==> src/rtl/seg7_scan_decoder.sv <==
// Monitors a multiplexed active-low seven-segment drive and reconstructs the eight
// hex digits being displayed, with glitch filtering, error flags and a staleness timer.
module seg7_scan_decoder #(
    parameter int unsigned SETTLE  = 4,
    parameter int unsigned TIMEOUT = 1048576
) (
    input  logic        Clk,
    input  logic        Rst,
    input  logic [6:0]  out7,
    input  logic [7:0]  en_out,
    input  logic        clr_err,
    output logic [31:0] digits,
    output logic [7:0]  blank,
    output logic        frame_done,
    output logic [15:0] frame_count,
    output logic        err_seg,
    output logic        err_en,
    output logic        stale
);

    localparam int unsigned CNT_W = $clog2(SETTLE + 1);
    localparam int unsigned TO_W  = $clog2(TIMEOUT + 1);

    localparam logic [CNT_W-1:0] SETTLE_MAX  = CNT_W'(SETTLE);
    localparam logic [CNT_W-1:0] SETTLE_LAST = CNT_W'(SETTLE - 1);
    localparam logic [CNT_W-1:0] STAB_ONE    = CNT_W'(1);
    localparam logic [TO_W-1:0]  TIMEOUT_MAX = TO_W'(TIMEOUT);
    localparam logic [TO_W-1:0]  TO_ONE      = TO_W'(1);

    typedef struct packed {
        logic       valid;
        logic       dark;
        logic [3:0] value;
    } seg_dec_t;

    function automatic seg_dec_t decode_seg(input logic [6:0] seg);
        seg_dec_t d;
        d.valid = 1'b1;
        d.dark  = 1'b0;
        d.value = 4'h0;
        case (seg)
            7'h40: d.value = 4'h0;
            7'h79: d.value = 4'h1;
            7'h24: d.value = 4'h2;
            7'h30: d.value = 4'h3;
            7'h19: d.value = 4'h4;
            7'h12: d.value = 4'h5;
            7'h02: d.value = 4'h6;
            7'h78: d.value = 4'h7;
            7'h00: d.value = 4'h8;
            7'h10: d.value = 4'h9;
            7'h08: d.value = 4'hA;
            7'h03: d.value = 4'hB;
            7'h46: d.value = 4'hC;
            7'h21: d.value = 4'hD;
            7'h06: d.value = 4'hE;
            7'h0E: d.value = 4'hF;
            7'h7F: d.dark  = 1'b1;
            default: d.valid = 1'b0;
        endcase
        return d;
    endfunction

    logic [14:0]      samp_q;
    logic [14:0]      prev_q;
    logic [CNT_W-1:0] stab_q;
    logic             capture;

    logic [7:0]       en_low;
    seg_dec_t         dec;
    logic             one_low;
    logic             multi_low;
    logic [2:0]       dig_idx;
    logic             cap_ok;
    logic             set_seg;
    logic             set_en;

    logic [31:0]      work_digits;
    logic [7:0]       work_blank;
    logic [7:0]       seen_q;
    logic             frame_full;
    logic [TO_W-1:0]  to_q;

    // Input stage: one register of the raw drive, then a run-length counter on it.
    always_ff @(posedge Clk or posedge Rst) begin
        if (Rst) begin
            samp_q <= '0;
            prev_q <= '0;
            stab_q <= '0;
        end else begin
            samp_q <= {en_out, out7};
            prev_q <= samp_q;
            if (samp_q != prev_q) begin
                stab_q <= STAB_ONE;
            end else if (stab_q != SETTLE_MAX) begin
                stab_q <= stab_q + STAB_ONE;
            end
        end
    end

    // Fires only on the SETTLE-1 -> SETTLE step, so a long dwell captures once.
    assign capture = (samp_q == prev_q) && (stab_q == SETTLE_LAST);

    always_comb begin
        en_low    = ~samp_q[14:7];
        dec       = decode_seg(samp_q[6:0]);
        one_low   = (en_low != '0) && ((en_low & (en_low - 8'd1)) == '0);
        multi_low = (en_low != '0) && !one_low;
        dig_idx   = '0;
        for (int unsigned i = 0; i < 8; i++) begin
            if (en_low[i]) begin
                dig_idx = 3'(i);
            end
        end
        cap_ok  = capture && one_low && dec.valid;
        set_seg = capture && one_low && !dec.valid;
        set_en  = capture && multi_low;
    end

    assign frame_full = &seen_q;

    always_ff @(posedge Clk or posedge Rst) begin
        if (Rst) begin
            work_digits <= '0;
            work_blank  <= '0;
            seen_q      <= '0;
        end else begin
            if (cap_ok) begin
                work_digits[{dig_idx, 2'b00} +: 4] <= dec.value;
                work_blank[dig_idx]                <= dec.dark;
            end
            seen_q <= (frame_full ? 8'h00 : seen_q) | (cap_ok ? (8'd1 << dig_idx) : 8'h00);
        end
    end

    always_ff @(posedge Clk or posedge Rst) begin
        if (Rst) begin
            digits      <= '0;
            blank       <= '0;
            frame_done  <= 1'b0;
            frame_count <= '0;
        end else begin
            frame_done <= frame_full;
            if (frame_full) begin
                digits      <= work_digits;
                blank       <= work_blank;
                frame_count <= frame_count + 16'd1;
            end
        end
    end

    // Sticky flags: a new error in the same cycle as clr_err keeps the flag set.
    always_ff @(posedge Clk or posedge Rst) begin
        if (Rst) begin
            err_seg <= 1'b0;
            err_en  <= 1'b0;
        end else begin
            if (set_seg) begin
                err_seg <= 1'b1;
            end else if (clr_err) begin
                err_seg <= 1'b0;
            end
            if (set_en) begin
                err_en <= 1'b1;
            end else if (clr_err) begin
                err_en <= 1'b0;
            end
        end
    end

    always_ff @(posedge Clk or posedge Rst) begin
        if (Rst) begin
            to_q <= '0;
        end else if (cap_ok) begin
            to_q <= '0;
        end else if (to_q != TIMEOUT_MAX) begin
            to_q <= to_q + TO_ONE;
        end
    end

    assign stale = (to_q == TIMEOUT_MAX);

endmodule

==> config.mk <==
export PLATFORM = sky130hd
export DESIGN_NAME = seg7_scan_decoder
export DESIGN_NICKNAME = d
export VERILOG_FILES = /design/src/rtl/seg7_scan_decoder.sv
export SDC_FILE = /design/constraint.sdc
export NUM_CORES = 1
export LEC_CHECK = 0
export ABC_AREA = 1
export CORE_MARGIN = 2
export CORE_UTILIZATION = 50
export DETAILED_ROUTE_END_ITERATION = 6
export DONT_BUFFER_PORTS = 1
export PLACE_DENSITY = 0.68
export SLEW_MARGIN = 20
export SYNTH_ARGS = -nofsm -noshare
export SYNTH_HDL_FRONTEND = slang
export SYNTH_SLANG_ARGS = --single-unit
==> constraint.sdc <==
create_clock -name Clk -period 7.8 [get_ports Clk]
set_clock_uncertainty 0.1 [all_clocks]
set_input_delay 1.56 -clock Clk [delete_from_list [all_inputs] [get_ports Clk]]
set_output_delay 1.56 -clock Clk [all_outputs]
set_load 0.01 [all_outputs]
==> impl_metrics.env, run 1 <==
export IMPL_vias_per_cell=5.09
export IMPL_setup_viol=0
export IMPL_grt_pass1_wl_um=26400
export IMPL_tightest_slew_ns=0.921
export IMPL_start_kind="flop"
export IMPL_post_cts_buffers=0
export IMPL_syn_nets=960
export IMPL_crit_path_end_kind="primary output"
export IMPL_post_route_min_period_ns=3.46
export IMPL_worstPathRequired_ns=6.14
export IMPL_rsz0062_at_grt="false"
export IMPL_wl_um=15200
export IMPL_clkSinkCount=161
export IMPL_synthArstFlopShare_pct=100
export IMPL_synth_top_family_by_area="simple AND/OR/NAND/NOR gates"
export IMPL_antenna_found_initial=0
export IMPL_slowest_stage="nor4_1"
export IMPL_power_leakage_nw=4.21
export IMPL_holdBufCountCts=0
export IMPL_start_util_pct=50.5
export IMPL_cpPeakStageDelay_ns=0.58
export IMPL_vias=5754
export IMPL_p_sw_share_pct=22.4
export IMPL_status="complete, no violations"
export IMPL_cts_resized_gates=0
export IMPL_synth_area_per_cell_sq_um=8.16
export IMPL_total_power_mw=1.75
export IMPL_cts_tree="built"
export IMPL_clk_pin_slew_ns=0.06
export IMPL_clock_power_share_pct=47.5
export IMPL_firstDrtPassIters=5
export IMPL_grtUsageTotal_pct=20.3
export IMPL_crit_arrival_ns=1.80
export IMPL_root_buffer="clkbuf_16"
export IMPL_hold_path_class="reg -> reg"
export IMPL_synth_adder_area_share_pct=1.98
export IMPL_syn_area_sq_mm=0.00759
export IMPL_power_switching_uw=392
export IMPL_power_density_mw_per_mm2=210
export IMPL_synth_mux_area_share_pct=0
export IMPL_max_clock_freq_mhz=289
export IMPL_dr_first_iter_drc_count=466
export IMPL_antenna_cells=0
export IMPL_fp_dieW_um=127
export IMPL_synth_warnings=0
export IMPL_areaGrowthSynthToFinish_pct=9.86
export IMPL_drive_gt1_share_pct=7.32
export IMPL_syn_instance_count=930
export IMPL_cp_max_fo=3
export IMPL_ant_nets=0
export IMPL_fillerInstances=1341
export IMPL_die_h_um=127
export IMPL_pwr_share_seq_pct=48.8
export IMPL_synth_compound_area_share_pct=4.02
export IMPL_wl_per_cell_um=13.5
export IMPL_ios=78
export IMPL_yosys_register_bits=161
export IMPL_synth_edf_count=0
export IMPL_dp_hpwl_um=10600
export IMPL_cp_num_buf_inv=1
export IMPL_p_int_mw=1.36
export IMPL_clk_latency_ns=0.42
export IMPL_cts_made_buffers=17
export IMPL_max_cap_violations=0
export IMPL_first_global_vias=5501
export IMPL_ctsLongestPathBuffers=2
export IMPL_die_area_sq_mm=0.0162
export IMPL_ys_types=36
export IMPL_drc_errors=0
export IMPL_htreeDepth=4
export IMPL_vdd_drop_max_v=0.000141
export IMPL_nNetsFinal=960
export IMPL_cp_cell_sequence="inv_1 -> ha_1 -> nand3_1 -> nor4_1"
export IMPL_hold_viol=0
export IMPL_slew_viol_final=0
export IMPL_slew_headroom_pct=38.4
export IMPL_finalHoldWorstSlack_ns=0.360
export IMPL_overflow=0
export IMPL_setup_tns_ns=0
export IMPL_comb_power_share_pct=3.7
export IMPL_num_rows=45
export IMPL_io_buffers=0
export IMPL_crit_type="reg -> out"
export IMPL_synthFlopType="dfrtp_1"
export IMPL_synthSimpleGateAreaFrac_pct=31.8
export IMPL_place_gp_congestion=0.848
export IMPL_grt_max_degree=84
export IMPL_ys_seq_area_share_pct=53.1
export IMPL_worst_path_dominant_cell_family="simple AND/OR/NAND/NOR gates"
export IMPL_synthXorXnorAreaFrac_pct=3.46
export IMPL_core_area_sq_mm=0.0150
export IMPL_timing_final_crit_share_pct=44.4
==> Yosys cell counts (2+ instances only) <==
| master | instances | share of area, % |
|---|---|---|
| a21oi_1 | 4 | 0.26 |
| a31oi_1 | 2 | 0.16 |
| buf_4 | 5 | 0.49 |
| buf_6 | 2 | 0.30 |
| clkbuf_1 | 14 | 0.69 |
| dfrtp_1 | 161 | 53 |
| ha_1 | 12 | 2.0 |
| inv_1 | 76 | 3.8 |
| inv_2 | 7 | 0.35 |
| nand2_1 | 340 | 17 |
| nand2_2 | 5 | 0.41 |
| nand3_1 | 39 | 2.6 |
| nand3_2 | 4 | 0.53 |
| nand3b_1 | 2 | 0.20 |
| nand4_1 | 19 | 1.6 |
| nor2_1 | 111 | 5.5 |
| nor2_2 | 4 | 0.33 |
| nor3_1 | 24 | 1.6 |
| nor3_2 | 5 | 0.66 |
| nor4_1 | 6 | 0.49 |
| o21ai_0 | 29 | 1.9 |
| o21ai_1 | 10 | 0.66 |
| o22ai_1 | 7 | 0.58 |
| or2_2 | 2 | 0.16 |
| xnor2_1 | 10 | 1.2 |
| xor2_1 | 20 | 2.3 |
==> power by group through the flow <==
stage / sequential [mW] / clock [mW] / combinational (mW)
after floorplan: 0.864 / 0 / 0.0545
final: 0.852 / 0.830 / 0.0653
after detailed placement: 0.868 / 0 / 0.0662
after CTS: 0.852 / 0.850 / 0.0665
after global routing: 0.853 / 0.882 / 0.0763
after global placement: 0.867 / 0 / 0.0656
==> stage by stage <==
stage	setup WS (ns)	cells	util, %	instance area (sq um)
4_1_cts	4.32	1131	55.4	8330
3_3_place_gp	4.55	1099	51.5	7730
3_5_place_dp	4.54	1099	51.5	7730
6_report	4.34	1131	55.5	8340
2_1_floorplan	1.79	930	-	7590
5_1_grt	4.18	1131	55.5	8340
==> worst paths after layout <==
check | cells after the start | startpoint | endpoint | slack (ns)
worst max-delay path | 4 | to_q[1] | stale | 4.34
worst min-delay path | 0 | samp_q[6] | prev_q[6] | 0.36
worst max register to register | 13 | samp_q[8] | work_digits[11] | 4.75
worst min register to register | 0 | samp_q[6] | prev_q[6] | 0.36
max in group asynchronous | 2 | Rst | digits[3] | 5.40
min in group asynchronous | 1 | Rst | samp_q[12] | 1.01
==> cell usage in the layout, fill, tap and decap left out, types with 10 or more instances in the layout <==
| cell | netlist | routed |
|---|---|---|
| nor2_1 | 111 | 111 |
| o21ai_1 | 10 | 10 |
| nor3_1 | 24 | 24 |
| nand2_1 | 340 | 339 |
| inv_1 | 76 | 75 |
| xnor2_1 | 10 | 10 |
| dfrtp_1 | 161 | 161 |
| nand4_1 | 19 | 19 |
| ha_1 | 12 | 12 |
| xor2_1 | 20 | 20 |
| nand3_1 | 39 | 39 |
| clkbuf_16 | 0 | 17 |
| o21ai_0 | 29 | 29 |
==> sequential cells by signal, indices dropped and copies added, names as in the netlist, 3 cells and up <==
| register | flops |
|---|---|
| to_q | 21 |
| stab_q | 3 |
| work_blank | 8 |
| frame_count | 16 |
| samp_q | 15 |
| blank | 8 |
| work_digits | 32 |
| prev_q | 15 |
| seen_q | 8 |
| digits | 32 |
==> worst reg2reg max path, delay by kind of cell, from the launching register on <==
kind / cells / cell delay [ns]
AND/OR/NAND/NOR: 7 / 0.70
AO/OA/AOI/OAI: 2 / 0.58
flip-flops: 1 / 0.41
buffers and inverters: 2 / 0.50
adder cells (fa/ha/maj): 2 / 0.68
==> cell families after synthesis <==
kind of cell / Yosys count
fa+ha+maj: 12
buf+inv: 105
simple gates: 567
flops: 161
xor+xnor: 30
compound gates: 55
==> area by class of cell <==
| type | instances | area, sq um | share of cell area [%] |
|---|---|---|---|
| well taps | 188 | 235 | 2.82 |
| flip-flops and latches | 161 | 4030 | 48.3 |
| clock buffers | 21 | 470 | 5.64 |
| clock inverters | 11 | 129 | 1.55 |
| inverters | 84 | 320 | 3.84 |
| repair buffers | 2 | 18.8 | 0.225 |
| multi-input cells | 664 | 3140 | 37.6 |
==> per-layer routing <==
metal / wire [um] / global-route usage [%] / part of all wire (%)
met3: 1040 / 7.08 / 6.8
met4: 233 / 6.79 / 1.5
met1: 7090 / 27.5 / 46
met5: 0 / 0 / 0
met2: 6880 / 31.0 / 45
(Power assumes the default switching activity.)
==> run 2, diff against run 1 <==
Clock period 7.8 ns to 3.4 ns, I/O delays scaled along.
==> run 2 against run 1 <==
Compared with the run above:
- cell count is 0.88% higher
- worst setup slack worse by 3.7 ns
- hold slack got worse by 0.32 ns
- highest routed layer unchanged
==> impl_metrics.env, run 2 (synthesis results as in run 1) <==
export IMPL_num_rows=45
export IMPL_crit_arrival_ns=3.04
export IMPL_status="complete, no violations"
export IMPL_grt_max_degree=57
export IMPL_largest_registers="digits x32, work_digits x32, to_q x21"
export IMPL_io_buffers=0
export IMPL_cts_resized_gates=0
export IMPL_vdd_drop_max_v=0.000383
export IMPL_ant_nets=0
export IMPL_layout_common_cells="nand2_1, dfrtp_1, nor2_1"
export IMPL_place_gp_congestion=0.895
export IMPL_rsz0062_at_grt="false"
export IMPL_worstPathRequired_ns=3.67
export IMPL_timing_final_crit_share_pct=81.5
export IMPL_vias=5792
export IMPL_htreeDepth=4
export IMPL_nNetsFinal=969
export IMPL_max_cap_violations=0
export IMPL_drive_gt1_share_pct=8.19
export IMPL_antenna_found_initial=1
export IMPL_cts_tree="built"
export IMPL_slowest_stage="dfrtp_1"
export IMPL_die_area_sq_mm=0.0162
export IMPL_cp_cell_sequence="inv_1 -> nand2_1 -> nand2_1 -> nand2_1 -> nand2_1 -> a21oi_4 -> ha_1 -> ha_1 -> inv_1 -> nand2_1 -> nor2_1 -> nand3_1 -> inv_1 -> nand2_1 -> nand2_1"
export IMPL_die_h_um=127
export IMPL_total_power_mw=4.02
export IMPL_final_common_cell="nand2_1"
export IMPL_clk_latency_ns=0.43
export IMPL_ctsLongestPathBuffers=2
export IMPL_grt_pass1_wl_um=26700
export IMPL_start_util_pct=50.5
export IMPL_wl_per_cell_um=13.7
export IMPL_setup_tns_ns=0
export IMPL_final_util_pct=56.0
export IMPL_ios=78
export IMPL_overflow=0
export IMPL_first_global_vias=5420
export IMPL_power_leakage_nw=4.25
export IMPL_dp_slack_ns=0.689
export IMPL_crit_path_end_kind="flop"
export IMPL_multi_input_area_sq_mm=0.00314
export IMPL_fillerInstances=1343
export IMPL_slew_headroom_pct=61.3
export IMPL_tightest_slew_ns=0.576
export IMPL_cts_made_buffers=17
export IMPL_root_buffer="clkbuf_16"
export IMPL_hold_path_class="in -> async"
export IMPL_wl_um=15700
export IMPL_crit_type="reg -> reg"
export IMPL_drc_errors=0
export IMPL_clk_pin_slew_ns=0.06
export IMPL_vias_per_cell=5.08
export IMPL_fin_ws_ns=0.630
export IMPL_grtUsageTotal_pct=20.6
export IMPL_cpPeakStageDelay_ns=0.41
export IMPL_post_route_min_period_ns=2.77
export IMPL_dp_hpwl_um=11000
export IMPL_final_seq_area_sq_mm=0.00403
export IMPL_core_area_sq_mm=0.0150
export IMPL_hold_viol=0
export IMPL_post_cts_buffers=0
export IMPL_power_density_mw_per_mm2=477
export IMPL_holdBufCountCts=0
export IMPL_firstDrtPassIters=5
export IMPL_areaGrowthSynthToFinish_pct=10.9
export IMPL_start_kind="flop"
export IMPL_finalHoldWorstSlack_ns=0.0392
export IMPL_cp_common_cell="nand2_1"
export IMPL_dr_first_iter_drc_count=561
export IMPL_setup_viol=0
export IMPL_fp_dieW_um=127
export IMPL_slew_viol_final=0
export IMPL_max_clock_freq_mhz=361
export IMPL_cp_max_fo=15
export IMPL_clkSinkCount=161
## run 2: path summary, 6_finish.rpt
check | start | slack, ns | cells past startpoint | to
worst min register to register | samp_q[8] | 0.37 | 0 | prev_q[8]
worst max register to register | samp_q[8] | 0.63 | 15 | work_digits[8]
min in group Clk | en_out[7] | 0.18 | 0 | samp_q[14]
max in group asynchronous | Rst | 2.33 | 3 | prev_q[6]
worst max-delay path | samp_q[8] | 0.63 | 15 | work_digits[8]
worst min-delay path | Rst | 0.04 | 1 | to_q[6]
## run 2: critical path, delay by kind of cell, from the launching register on
family                     cells  cell delay (ns)
adders and majority gates      2             0.48
buffers and inverters          3             0.55
and+or+nand+nor                9             0.81
AOI/OAI and AO/OA              1             0.34
DFF                            1             0.41
## run 2: stage by stage
| stage | std cells | cell area (sq um) |
|---|---|---|
| CTS | 1140 | 8410 |
| detailed placement | 1108 | 7830 |
| global placement | 1108 | 7830 |
| global route | 1141 | 8410 |
| floorplan | 930 | 7590 |
| finish | 1141 | 8410 |
## run 2: per-layer routing
metal	GRT usage [%]	vias up	wire, um
met2	30.1	148	6740
met1	29.2	2668	7760
met4	6.01	0	177
li1	-	2960	-
met3	7.24	16	985
met5	0	-	0
## run 2: cell type report
class,count,area share (%)
diodes,1,0.0297
clock buffers,18,5.10
clock inverters,14,1.86
inverters,84,3.79
multi-input cells,664,37.3
flip-flops and latches,161,47.9
well taps,188,2.80
repair buffers,11,1.28
## run 2: report_power, final
part | leakage [nW] | switching [mW] | internal, mW | total, mW
Clock | 0.279 | 0.811 | 1.09 | 1.90
Combinational | 1.81 | 0.119 | 0.0405 | 0.160
Sequential | 2.16 | 0.0206 | 1.93 | 1.95
Total | 4.25 | 0.951 | 3.07 | 4.02
==> run 3, diff against run 2 <==
Settings changed: PLACE_DENSITY 0.68 to 0.71.
Clock period 3.4 ns to 2.25 ns, I/O delays scaled along.
==> run 3 against run 2 <==
Compared with the run above:
- global-route usage rose by 0.51 points
- hold slack got worse by 0.026 ns
- clock power up 46%
- maximum frequency grew 24%
- count of clock-buffer cells in the layout up 2
- wire length is 7.3% higher
- sequential share of layout area decreased by 4.2 points
- cell area increased by 9.9%
- utilization up 5.6 points
- sequential cell count did not move
- combinational power grew 130%
==> impl_metrics.env, run 3 (synthesis results as in run 1) <==
export IMPL_status="complete, no violations"
export IMPL_die_h_um=127
export IMPL_max_cap_violations=0
export IMPL_p_sw_share_pct=23.7
export IMPL_crit_arrival_ns=2.50
export IMPL_setup_viol=0
export IMPL_max_clock_freq_mhz=448
export IMPL_wl_met1_um=7900
export IMPL_pwr_share_seq_pct=48.5
export IMPL_wl_per_cell_um=14.0
export IMPL_vias_per_cell=5.08
export IMPL_multi_input_area_sq_mm=0.00343
export IMPL_timing_final_crit_share_pct=99.2
export IMPL_grt_pass1_wl_um=27500
export IMPL_crit_path_end_kind="flop"
export IMPL_drive_gt1_share_pct=17.9
export IMPL_grtUsageTotal_pct=21.1
export IMPL_core_area_sq_mm=0.0150
export IMPL_dp_slack_ns=-0.0660
export IMPL_cp_cell_sequence="nand2_1 -> nand2_1 -> nand2_1 -> nand2_2 -> a21oi_4 -> ha_4 -> ha_4 -> buf_12 -> nor2_4 -> nand2_2 -> nor2_4 -> inv_2 -> nor2_4 -> nand2_1 -> nand2_1"
export IMPL_drc_errors=0
export IMPL_ant_nets=0
export IMPL_clkSinkCount=161
export IMPL_io_buffers=0
export IMPL_wl_um=16800
export IMPL_tightest_slew_ns=0.477
export IMPL_p_int_mw=4.65
export IMPL_start_kind="flop"
export IMPL_slew_viol_final=0
export IMPL_worstPathRequired_ns=2.52
export IMPL_comb_power_share_pct=6.1
export IMPL_largest_registers="digits x32, work_digits x32, to_q x21"
export IMPL_fp_dieW_um=127
export IMPL_antenna_found_initial=0
export IMPL_cts_tree="built"
export IMPL_cts_made_buffers=17
export IMPL_first_global_vias=5687
export IMPL_cp_max_fo=6
export IMPL_hold_path_class="in -> reg"
export IMPL_final_seq_area_sq_mm=0.00404
export IMPL_crit_type="reg -> reg"
export IMPL_slew_headroom_pct=68.2
export IMPL_power_leakage_nw=4.55
export IMPL_routed_top_layer="met4"
export IMPL_fillerInstances=1266
export IMPL_routed_wl_met3_um=925
export IMPL_num_rows=45
export IMPL_start_util_pct=50.5
export IMPL_fin_ws_ns=0.0173
export IMPL_cp_common_cell="nand2_1"
export IMPL_vias=6101
export IMPL_total_power_mw=6.09
export IMPL_clk_pin_slew_ns=0.06
export IMPL_ctsLongestPathBuffers=2
export IMPL_rsz0062_at_grt="true"
export IMPL_root_buffer="clkbuf_16"
export IMPL_dr_first_iter_drc_count=415
export IMPL_place_gp_congestion=0.933
export IMPL_clk_latency_ns=0.43
export IMPL_post_route_min_period_ns=2.23
export IMPL_firstDrtPassIters=6
export IMPL_antenna_cells=0
export IMPL_grt_max_degree=55
export IMPL_hold_viol=0
export IMPL_cpPeakStageDelay_ns=0.43
export IMPL_power_density_mw_per_mm2=658
export IMPL_overflow=0
export IMPL_vdd_drop_max_v=0.000557
export IMPL_final_common_cell="nand2_1"
export IMPL_slowest_stage="dfrtp_1"
export IMPL_nNetsFinal=1030
export IMPL_die_area_sq_mm=0.0162
export IMPL_areaGrowthSynthToFinish_pct=21.9
export IMPL_clock_power_share_pct=45.5
export IMPL_power_switching_mw=1.44
export IMPL_htreeDepth=4
export IMPL_dp_hpwl_um=11300
export IMPL_ios=78
export IMPL_layout_common_cells="nand2_1, dfrtp_1, nor2_1"
export IMPL_wl_met2_um=7680
==> run 3: cell count changes in the layout (fill, tap and decap cells not counted), sizes merged <==
cell,change
clkbuf,+3
clkinv,+4
dlygate4sd3,+16
bufinv,-1
buf,+44
inv,-3
clkinvlp,-2
diode,-1
==> run 3: critical path, delay by kind of cell, from the launching register on <==
| family | cells | cell delay [ns] |
|---|---|---|
| adders and majority gates | 2 | 0.40 |
| AOI/OAI and AO/OA | 1 | 0.19 |
| buffers and inverters | 2 | 0.19 |
| and+or+nand+nor | 10 | 0.87 |
| DFF | 1 | 0.43 |
==> run 3: final timing paths <==
path	startpoint	to	slack, ns	cells after the start
setup reg to reg	samp_q[9]	work_digits[17]	0.02	15
hold reg to reg	samp_q[11]	prev_q[11]	0.36	0
hold / removal	clr_err	err_seg	0.01	1
max in group asynchronous	Rst	samp_q[14]	0.97	3
min in group asynchronous	Rst	prev_q[12]	0.34	2
setup / recovery	samp_q[9]	work_digits[17]	0.02	15
==> run 3: final cells by class <==
cell class	count	area share, %
Clock buffer	20	4.94
Multi-Input combinational cell	664	37.0
Timing Repair Buffer	72	7.03
Sequential cell	161	43.7
Inverter	84	3.58
Clock inverter	12	1.19
Tap cell	188	2.54
==> run 3: power by group through the flow <==
stage / clock network [mW] / registers, mW / logic (mW)
final: 2.77 / 2.95 / 0.369
after global placement: 0 / 3.00 / 0.282
after detailed placement: 0 / 3.00 / 0.286
after global routing: 2.94 / 2.96 / 0.411
after floorplan: 0 / 3.00 / 0.202
after CTS: 2.80 / 2.95 / 0.319
==> run 3: timing repair <==
action	in CTS	in global routing
setup buffers	4	18
hold buffers	16	0
endpoints found under the setup margin	18	98
endpoints found under the hold margin	19	0
pin swaps	3	21
gates resized for setup	8	66
==> run 3: through the flow <==
stage	cell area, sq um	hold slack, ns	utilization [%]	setup TNS [ns]	std cells
floorplan	7660	0.255	-	-55.22	930
global placement	8080	0.165	53.8	0	1131
detailed placement	8080	0.170	53.8	-0.493	1131
CTS	8870	0.00573	59.0	-0.0418	1183
global route	9250	0.00963	61.5	-0.829	1201
finish	9250	0.0128	61.5	0	1201
==> run 3: layer usage <==
| layer | track usage, % | vias up |
|---|---|---|
| met5 | 0 | - |
| met4 | 7.30 | 0 |
| met3 | 5.90 | 25 |
| met2 | 31.8 | 154 |
| met1 | 29.6 | 2857 |
| li1 | - | 3065 |
